$ cat config.mk
export PLATFORM = sky130hd
export DESIGN_NAME = pipeline_stall_controller
export DESIGN_NICKNAME = d
export VERILOG_FILES = /design/src/rtl/pipeline_stall_controller.sv
export SDC_FILE = /design/constraint.sdc
export NUM_CORES = 1
export LEC_CHECK = 0
export CAP_MARGIN = 20
export CORE_ASPECT_RATIO = 0.75
export CORE_UTILIZATION = 34
export DETAILED_ROUTE_END_ITERATION = 10
export PLACE_DENSITY = 0.69
export SLEW_MARGIN = 20
export SYNTH_ARGS = -nofsm -noshare
export SYNTH_HDL_FRONTEND = slang
export SYNTH_SLANG_ARGS = --single-unit
$ cat constraint.sdc
create_clock -name clk -period 2 [get_ports clk]
set_input_delay 0.5 -clock clk [delete_from_list [all_inputs] [get_ports clk]]
set_output_delay 0.5 -clock clk [all_outputs]
set_load 0.1 [all_outputs]
$ cat src/rtl/pipeline_stall_controller.sv
// Pipeline stall controller: front-end freeze/bubble/flush and SRAM wait FSM.
// Ports: clk, rst (sync high), hazard/branch/mem inputs, control + perf counters.
module pipeline_stall_controller #(
  parameter int unsigned SRAM_LATENCY = 6,
  parameter int unsigned CNT_W        = 16
) (
  input  logic             clk,
  input  logic             rst,
  input  logic             hazard_Detected,
  input  logic             branch_taken,
  input  logic             mem_R_EN,
  input  logic             mem_W_EN,
  output logic             freeze_front,
  output logic             bubble_id_ex,
  output logic             flush_if_id,
  output logic             freeze_all,
  output logic             mem_ready,
  output logic [CNT_W-1:0] hazard_stall_cnt,
  output logic [CNT_W-1:0] mem_stall_cnt,
  output logic [CNT_W-1:0] flush_cnt
);

  typedef enum logic [1:0] {
    S_RUN  = 2'd0,
    S_WAIT = 2'd1,
    S_DONE = 2'd2
  } state_e;

  // The RUN cycle already counts as the first freeze cycle, so the
  // down-counter covers the remaining SRAM_LATENCY-1 WAIT cycles.
  localparam logic [3:0] WCNT_INIT =
    (SRAM_LATENCY > 1) ? 4'(SRAM_LATENCY - 2) : 4'd0;

  localparam logic [CNT_W-1:0] CNT_MAX = '1;

  state_e           state_q, state_d;
  logic [3:0]       wcnt_q, wcnt_d;
  logic [CNT_W-1:0] hz_cnt_q, hz_cnt_d;
  logic [CNT_W-1:0] ms_cnt_q, ms_cnt_d;
  logic [CNT_W-1:0] fl_cnt_q, fl_cnt_d;
  logic             mem_req;

  assign mem_req = mem_R_EN | mem_W_EN;

  always_comb begin
    state_d    = state_q;
    wcnt_d     = wcnt_q;
    freeze_all = 1'b0;
    mem_ready  = 1'b0;
    unique case (state_q)
      S_RUN: begin
        if (mem_req) begin
          freeze_all = 1'b1;
          if (SRAM_LATENCY == 1) begin
            state_d = S_DONE;
          end else begin
            state_d = S_WAIT;
            wcnt_d  = WCNT_INIT;
          end
        end
      end
      S_WAIT: begin
        freeze_all = 1'b1;
        if (wcnt_q != 4'd0) begin
          wcnt_d = wcnt_q - 4'd1;
        end else begin
          state_d = S_DONE;
        end
      end
      S_DONE: begin
        // Same instruction still sits in MEM: ignore its request.
        mem_ready = 1'b1;
        state_d   = S_RUN;
      end
      default: begin
        state_d = S_RUN;
        wcnt_d  = 4'd0;
      end
    endcase
    // Reset abandons any access and silences every output.
    if (rst) begin
      state_d    = S_RUN;
      wcnt_d     = 4'd0;
      freeze_all = 1'b0;
      mem_ready  = 1'b0;
    end
  end

  // freeze_all already holds every stage, so front-end actions are
  // suppressed to avoid a spurious bubble or a lost flush.
  always_comb begin
    freeze_front = 1'b0;
    bubble_id_ex = 1'b0;
    flush_if_id  = 1'b0;
    if (!rst && !freeze_all) begin
      freeze_front = hazard_Detected;
      bubble_id_ex = hazard_Detected;
      flush_if_id  = branch_taken & ~hazard_Detected;
    end
  end

  function automatic logic [CNT_W-1:0] sat_inc(
    input logic [CNT_W-1:0] cnt,
    input logic             en
  );
    if (en && (cnt != CNT_MAX)) begin
      return cnt + 1'b1;
    end
    return cnt;
  endfunction

  always_comb begin
    hz_cnt_d = sat_inc(hz_cnt_q, bubble_id_ex);
    ms_cnt_d = sat_inc(ms_cnt_q, freeze_all);
    fl_cnt_d = sat_inc(fl_cnt_q, flush_if_id);
    if (rst) begin
      hz_cnt_d = '0;
      ms_cnt_d = '0;
      fl_cnt_d = '0;
    end
  end

  always_ff @(posedge clk) begin
    state_q  <= state_d;
    wcnt_q   <= wcnt_d;
    hz_cnt_q <= hz_cnt_d;
    ms_cnt_q <= ms_cnt_d;
    fl_cnt_q <= fl_cnt_d;
  end

  assign hazard_stall_cnt = hz_cnt_q;
  assign mem_stall_cnt    = ms_cnt_q;
  assign flush_cnt        = fl_cnt_q;

endmodule

# Yosys cells after proc, flatten, opt, wreduce, memory -nomap -nowiden
# Index checks and enable logic that the tools add are counted.
# word_totals
mem_count	0
in_bits	6
latchBits	0
output_inout_bits	53
ram_bits	0
rom_bits	0
wordCells	50
reg_bits	54
# op_classes
n_div	0
multipliers	0
n_mux	19
shift	0
n_bitwise	4
n_eq_ne	8
n_lt_le_gt_ge	0
add_sub_neg	4
reduce_logical	10
# op_table
op	n
$add 16x1->16 const B	3
$mux 16	3
$ne 16x16->1 const B	3
$pmux 4 s3	1
$mux 1	9
$mux 4	2
$ne 2x2->1 const B	3
$logic_and 1x1->1	4
$mux 2	2
$pmux 2 s2	1
$reduce_bool 4->1	1
$sub 4x1->4 const B	1
$reduce_and 3->1	1
$eq 2x1->1 const B	1
$eq 2x2->1 const B	1
$logic_not 1->1	2
$logic_not 2->1	1
$not 1->1	2
$pmux 1 s2	1
$reduce_and 2->1	1
$and 1x1->1	1
$or 1x1->1	1

# Logic depth before layout (Yosys ltp)
# Gate-level depths: netlist of run 1.
# logic_depth
ltp_word	9
mapped_depth	7

# Worst setup path before layout of run 1
# No wires, ideal clock.
# synth_timing
path_kind	flip-flop to flip-flop
from	reg ms_cnt_q[0] (netlist: mem_stall_cnt[0])
to	reg ms_cnt_q[2] (netlist: mem_stall_cnt[2])
path_slack_ns	-0.671
arrival_ns	2.544
stages_incl_launch_ff	7
period_less_slack_ns	2.671
setup_time_ns	0.128
t_required_ns	1.872
path_cell_list	dfxtp_1 -> ha_1 -> nand3_1 -> nor4_1 -> nor3b_1 -> xnor2_1 -> nor2_1
# synth_between
elab_chain_cells	3
# synth_lines
item	line	rtl
from (decl)	39	logic [CNT_W-1:0] ms_cnt_q, ms_cnt_d;
from (signal assigned)	127	ms_cnt_q <= ms_cnt_d;
parallel branches: the longest is 3 deep, another holds $add 16x1->16	n/a	
# Parallel ways; which one is timed is not known. The select of a mux whose other input is x is not followed.
# A chain may end at the register's enable or synchronous reset.

# Worst setup path after layout of run 1
# layout_timing
from	in mem_R_EN
to	out freeze_all
# layout_between
elab_chain_cells	4
# layout_lines
item	line	rtl
from (decl)	11	input logic mem_R_EN,
$or 1x1->1	43	assign mem_req = mem_R_EN | mem_W_EN;
$mux 1	52	if (mem_req) begin
$pmux 1 s2	50	unique case (state_q)
$mux 1	81	if (rst) begin
to (decl)	16	output logic freeze_all,
# Every way passes these cells.

==> qor.txt, run 1 <==
Status = finished, final reports clean
Post-Layout Cell Count = 486
Synth cell count leaders = dfxtp_1 (54), nor2_1 (52), xnor2_1 (36)
GP Congestion = 0.8297
VDD IR max = 0.3241 mV
Fill count = 649
Worst path slowest cell = or3_4
Rows = 27
Max frequency = 0.5083 GHz
Synthesis warning total = 0
Worst Tran Pin Value = 0.5300 ns
Worst clock skew = 0.006952 ns
DP Wirelength = 4584 um
Hold Path Stages = 2
Hold Path Class = register to register
Met2 wire length = 2691 um
Number of diodes = 0
DP Area = 0.004100 mm2
Critical Path Sink Type = output pin
CTS tree = yes
Post-synth EDFFs = 0
Die width = 103.6 um
Final hold violations = 0
Post-synth top area cell = dfxtp_1
Synth Cell Area = 0.002634 mm2
Initial antenna violation count = 0
Min-delay src = wcnt_q[0]$_SDFFE_PP0P_
PnR worst setup slack = 0.03259 ns
Maxcap violations = 0
Clock buffer depth = 2
Final wirelength = 6228 um
Drt drc = 0
Required @ worst endpoint = 1.50 ns
# clock sinks = 54
Dpl ws = -0.4104 ns
Drt wl/cell = 12.81 um
Asr flop ratio synth = 0%
Power Density = 533.0 mW/mm2
Fin crit share = 98.37%
Synth cell types = 43
Top layer reached by signal wires = met4
Drt pass-1 iters = 4
Design Area, Final = 0.004219 mm2
DR vias = 2426
Placed insts = 477
Critical-path cell list = clkdlybuf4s15_1, or3_4, nand2_4, clkinvlp_4, buf_12
Final Net Count = 395
Critical Path Start Type = primary input
Largest net degree at the start of global routing = 54
Total GRT Usage = 15.88%
Worst Path Class, Setup = primary input to output pin
RSZ-0062 raised after global routing = false
Layout cells sized above 1 = 38.18%
Wire length on met1 = 3071 um
Critical path depth = 5
Vias in the first global route = 2232
Area growth from synthesis to layout = 60.19%
First-pass GRT wire length = 10470 um
FF+latch count, synth = 54
Synthesized area per cell = 8.442 um2
Vias/cell = 4.992
Clk pin slew, worst setup/hold paths = 0.09 ns
Top Ports = 59
Post-DRT Antenna Nets = 0
Die H = 78.22 um
Reg2Reg Setup Slack = 0.16 ns
Seq/Total Area, Yosys = 41.05%
H-tree Lvls = 2
Syn nets = 323
Buffers and inverters on the worst path = 3
Final worst path period need = 1.967 ns
Grt total ovfl = 0
Maximum fanout along the worst path = 3
CTS Buf Count = 5
Slew headroom = 63.75%
Pins over their slew limit = 0
Ys flop type = dfxtp_1
Crit-path max cell delay = 0.41 ns
Reg2reg end = flush_cnt[13]$_SDFFE_PP0P_
Hold-fix buffers, CTS = 0
Leakage = 1.420 nW
Core region area = 0.007432 mm2
Most common cell in the synthesized netlist = dfxtp_1
Initial DRC count = 93
Top-area cell type share of the netlist area = 41.05%
Worst EP arrival = 1.47 ns
Root buffer cell = clkbuf_8
Worst reg2reg startpoint = state_q[0]$_SDFFE_PP0P_
Synth top area cells = dfxtp_1 (41%), xnor2_1 (12%), nor2_1 (7.4%)
Power Total = 2.249 mW
Setup-failing EPs final = 0
R2R depth = 6
Initial Util = 35.44%
Worst Hold End = wcnt_q[0]$_SDFFE_PP0P_
PortBufs = 58
Met3 wire length = 400 um
Top delay family on crit path = simple AND/OR/NAND/NOR gates
Gate count of the mapped netlist = 312
Full die area = 0.008106 mm2
Total negative slack = 0 ns
Worst-Skew Late Latency = 0.31 ns
-- worst reg2reg max path, delay by kind of cell, from the launching register on --
| family | cells | cell delay [ns] |
|---|---|---|
| compound gates | 2 | 0.31 |
| buf+inv | 1 | 0.17 |
| flops | 1 | 0.35 |
| simple gates | 3 | 0.95 |
-- worst max path at each step --
stage	from	end	slack [ns]
4_1_cts	mem_R_EN	freeze_front	0.02
6_report	mem_R_EN	freeze_all	0.03
2_1_floorplan	mem_W_EN	flush_if_id	-0.13
5_1_grt	hazard_Detected	freeze_front	0.005
3_3_place_gp	branch_taken	flush_if_id	-0.41
3_5_place_dp	branch_taken	flush_cnt[13]$_SDFFE_PP0P_	-0.41
-- per-layer routing --
metal | global-route usage, % | vias up
li1 | - | 1248
met1 | 20.40 | 1106
met2 | 25.10 | 66
met3 | 5.482 | 6
met4 | 4.783 | 0
met5 | 0 | -
-- logic make-up after synthesis --
group | after synthesis | synth area share (%)
AOI/OAI and AO/OA | 29 | 6.794
buffers and inverters | 20 | 3.040
DFF | 54 | 41.05
muxes | 3 | 1.140
adders and majority gates | 5 | 2.375
and+or+nand+nor | 164 | 33.30
xor gates and xnor gates | 37 | 12.30
-- through the flow --
step | util [%] | hold WS (ns)
after floorplan | - | 0.4490
after global placement | 55.17 | 0.4623
after detailed placement | 55.17 | 0.4769
after CTS | 56.78 | 0.4884
after global routing | 56.77 | 0.5280
final | 56.77 | 0.4877
-- layout make-up --
type / instances / area (um2) / share of cell area [%]
sequential: 54 / 1174 / 27.82
inverter: 9 / 45.04 / 1.068
timing repair buffer: 76 / 1239 / 29.36
multi-input combinational: 238 / 1544 / 36.60
tap: 101 / 126.4 / 2.995
clock inverter: 1 / 5.005 / 0.1186
clock buffer: 7 / 86.33 / 2.046
-- report_power, final --
| group | switching (mW) | internal, mW |
|---|---|---|
| Combinational | 0.282 | 0.187 |
| Clock | 0.342 | 0.280 |
| Sequential | 0.0543 | 1.10 |
| Total | 0.679 | 1.57 |
-- flip-flops by register name, summed over array words and instances (netlist names) --
| register | cells |
|---|---|
| flush_cnt | 16 |
| hazard_stall_cnt | 16 |
| mem_stall_cnt | 16 |
| wcnt_q | 4 |
| state_q | 2 |
-- cells in the final DEF (no fill, tap or decap), types with 8 or more instances in the layout --
cell	count
nor3_1	16
dfxtp_4	12
a21oi_1	8
nor4_1	12
nor2_1	51
buf_12	53
nand4_1	11
nand2_1	15
xnor2_1	36
nand3_1	16
dfxtp_2	38
buf_4	17
-- timing repair --
action	in CTS	in global routing
pin swaps	5	1
gates resized for setup	11	4
endpoints found under the hold margin	0	0
buffers inserted	2	0
endpoints found under the setup margin	14	3
(Power assumes the default switching activity.)
==> inputs of run 2 (changes only) <==
clock period = 2.3 ns   (was 2 ns; I/O delays follow)
==> qor.txt, run 2 (synthesis gave the netlist of run 1 again) <==
Status = finished, final reports clean
Worst path slowest cell = dlygate4sd2_1
First-pass GRT wire length = 10590 um (+1.2%)
Vias in the first global route = 2240 (+0.36%)
Pins over their slew limit = 0 (unchanged)
Final worst path period need = 2.195 ns
Final core utilization = 48.45% (-8.3 points)
Final Net Count = 396 (+0.25%)
Critical Path Start Type = primary input
Top Ports = 59 (unchanged)
Full die area = 0.008106 mm2 (unchanged)
Hold-fix buffers, CTS = 0 (unchanged)
Worst reg2reg startpoint = state_q[0]$_SDFFE_PP0P_
Vias/cell = 5.115 (+2.5%)
Maximum fanout along the worst path = 4 (+1)
Setup-failing EPs final = 0 (unchanged)
Worst clock skew = 0.004700 ns (-0.002253 ns)
Critical Path Sink Type = output pin
R2R depth = 7 (+1)
Most frequent cells in the layout = buf_4 (67), nor2_1 (51), dfxtp_2 (44), xnor2_1 (36)
DR vias = 2491 (+2.7%)
Dpl ws = -0.2192 ns (+0.1911 ns)
Critical-path cell list = dlygate4sd2_1, nor3_4, buf_4, o21ai_4, clkinvlp_4, buf_12
Final hold violations = 0 (unchanged)
PortBufs = 58 (unchanged)
Power Total = 2.160 mW (-4.0%)
Drt pass-1 iters = 4 (unchanged)
Layout cells sized above 1 = 35.23% (-2.9 points)
CTS tree = yes
Largest net degree at the start of global routing = 54 (unchanged)
Post-DRT Antenna Nets = 0 (unchanged)
Fin crit share = 95.43%
# clock sinks = 54 (unchanged)
Worst-Skew Late Latency = 0.30 ns (about the same)
WHS = 0.4826 ns (-0.005113 ns)
Total GRT Usage = 15.82% (-0.055 points)
H-tree Lvls = 2 (unchanged)
Worst EP arrival = 1.62 ns (+0.15 ns)
Die width = 103.6 um (unchanged)
Worst Path Class, Setup = primary input to output pin
Number of diodes = 0 (unchanged)
Reg2Reg Setup Slack = 0.38 ns (+0.22 ns)
DP Wirelength = 4455 um (-2.8%)
Critical Path End = freeze_front
Power Density = 599.7 mW/mm2 (+13%)
PnR worst setup slack = 0.1052 ns (+0.07261 ns)
Required @ worst endpoint = 1.73 ns (+0.23 ns)
Crit path launch = mem_W_EN
Initial Util = 35.44% (unchanged)
Clock buffer depth = 2 (unchanged)
Root buffer cell = clkbuf_8
GP Congestion = 0.7788 (-6.1%)
Area growth from synthesis to layout = 36.72%
Die H = 78.22 um (unchanged)
Core region area = 0.007432 mm2 (unchanged)
Drt drc = 0 (unchanged)
Reg2reg end = flush_cnt[13]$_SDFFE_PP0P_
Max frequency = 0.4556 GHz
Final wirelength = 6154 um (-1.2%)
Commonest non-fill, non-tap cell in the layout = buf_4
Worst Tran Pin Value = 0.5506 ns (+0.02062 ns)
Hold Path Class = register to register
Slew headroom = 62.34% (-1.4 points)
Drt wl/cell = 12.64 um (-1.4%)
Leakage = 1.321 nW (-7.0%)
Initial DRC count = 134 (+44%)
RSZ-0062 raised after global routing = false
Clk pin slew, worst setup/hold paths = 0.10 ns (about the same)
Crit-path max cell delay = 0.26 ns (-0.15 ns)
VDD IR max = 0.2679 mV (-17%)
Fill count = 724 (+12%)
Maxcap violations = 0 (unchanged)
Initial antenna violation count = 0 (unchanged)
Rows = 27 (unchanged)
CTS Buf Count = 5 (unchanged)
Grt total ovfl = 0 (unchanged)
-- run 2: critical path: cells and delay by family --
family | cells | cell delay [ns]
AO/OA/AOI/OAI | 1 | 0.06
AND/OR/NAND/NOR | 1 | 0.24
buffers and inverters | 4 | 0.73
-- run 2: through the flow --
stage / cells / TNS, ns / cell area [um2]
finish: 487 / 0 / 3601
global route: 487 / 0 / 3601
CTS: 487 / 0 / 3601
detailed placement: 478 / -2.495 / 3437
global placement: 478 / -2.224 / 3437
floorplan: 312 / -0.05525 / 2730
-- run 2: worst min-delay path by stage --
stage | start | endpoint | cells after the start
after floorplan | wcnt_q[0]$_SDFFE_PP0P_ | wcnt_q[0]$_SDFFE_PP0P_ | 2
after global placement | hazard_stall_cnt[7]$_SDFFE_PP0P_ | hazard_stall_cnt[7]$_SDFFE_PP0P_ | 1
after detailed placement | hazard_stall_cnt[7]$_SDFFE_PP0P_ | hazard_stall_cnt[7]$_SDFFE_PP0P_ | 1
after CTS | hazard_stall_cnt[7]$_SDFFE_PP0P_ | hazard_stall_cnt[7]$_SDFFE_PP0P_ | 1
after global routing | hazard_stall_cnt[7]$_SDFFE_PP0P_ | hazard_stall_cnt[7]$_SDFFE_PP0P_ | 1
final | wcnt_q[0]$_SDFFE_PP0P_ | wcnt_q[0]$_SDFFE_PP0P_ | 2
-- run 2: layer usage --
metal	track usage (%)	vias up	wire length (um)
li1	-	1253	-
met1	21.99	1164	3141
met2	24.43	66	2611
met3	4.236	8	354
met4	3.478	0	46
met5	0	-	0
-- run 2: where the power goes --
group / total (mW) / internal [mW] / switching [mW]
logic: 0.375 / 0.137 / 0.238
clock network: 0.777 / 0.464 / 0.312
registers: 1.01 / 0.967 / 0.0407
-- run 2: repair_timing --
action,in CTS,in global routing
hold endpoints to repair,0,0
setup buffers,1,0
resized for setup,8,0
setup endpoints to repair,4,0
-- run 2: final cells by class --
type / instances / area (um2) / share of cell area [%]
Multi-Input combinational cell: 238 / 1511 / 41.97
Sequential cell: 54 / 1136 / 31.55
Timing Repair Buffer: 77 / 643.1 / 17.86
Tap cell: 101 / 126.4 / 3.509
Clock buffer: 6 / 82.58 / 2.293
Clock inverter: 2 / 60.06 / 1.668
Inverter: 9 / 41.29 / 1.147
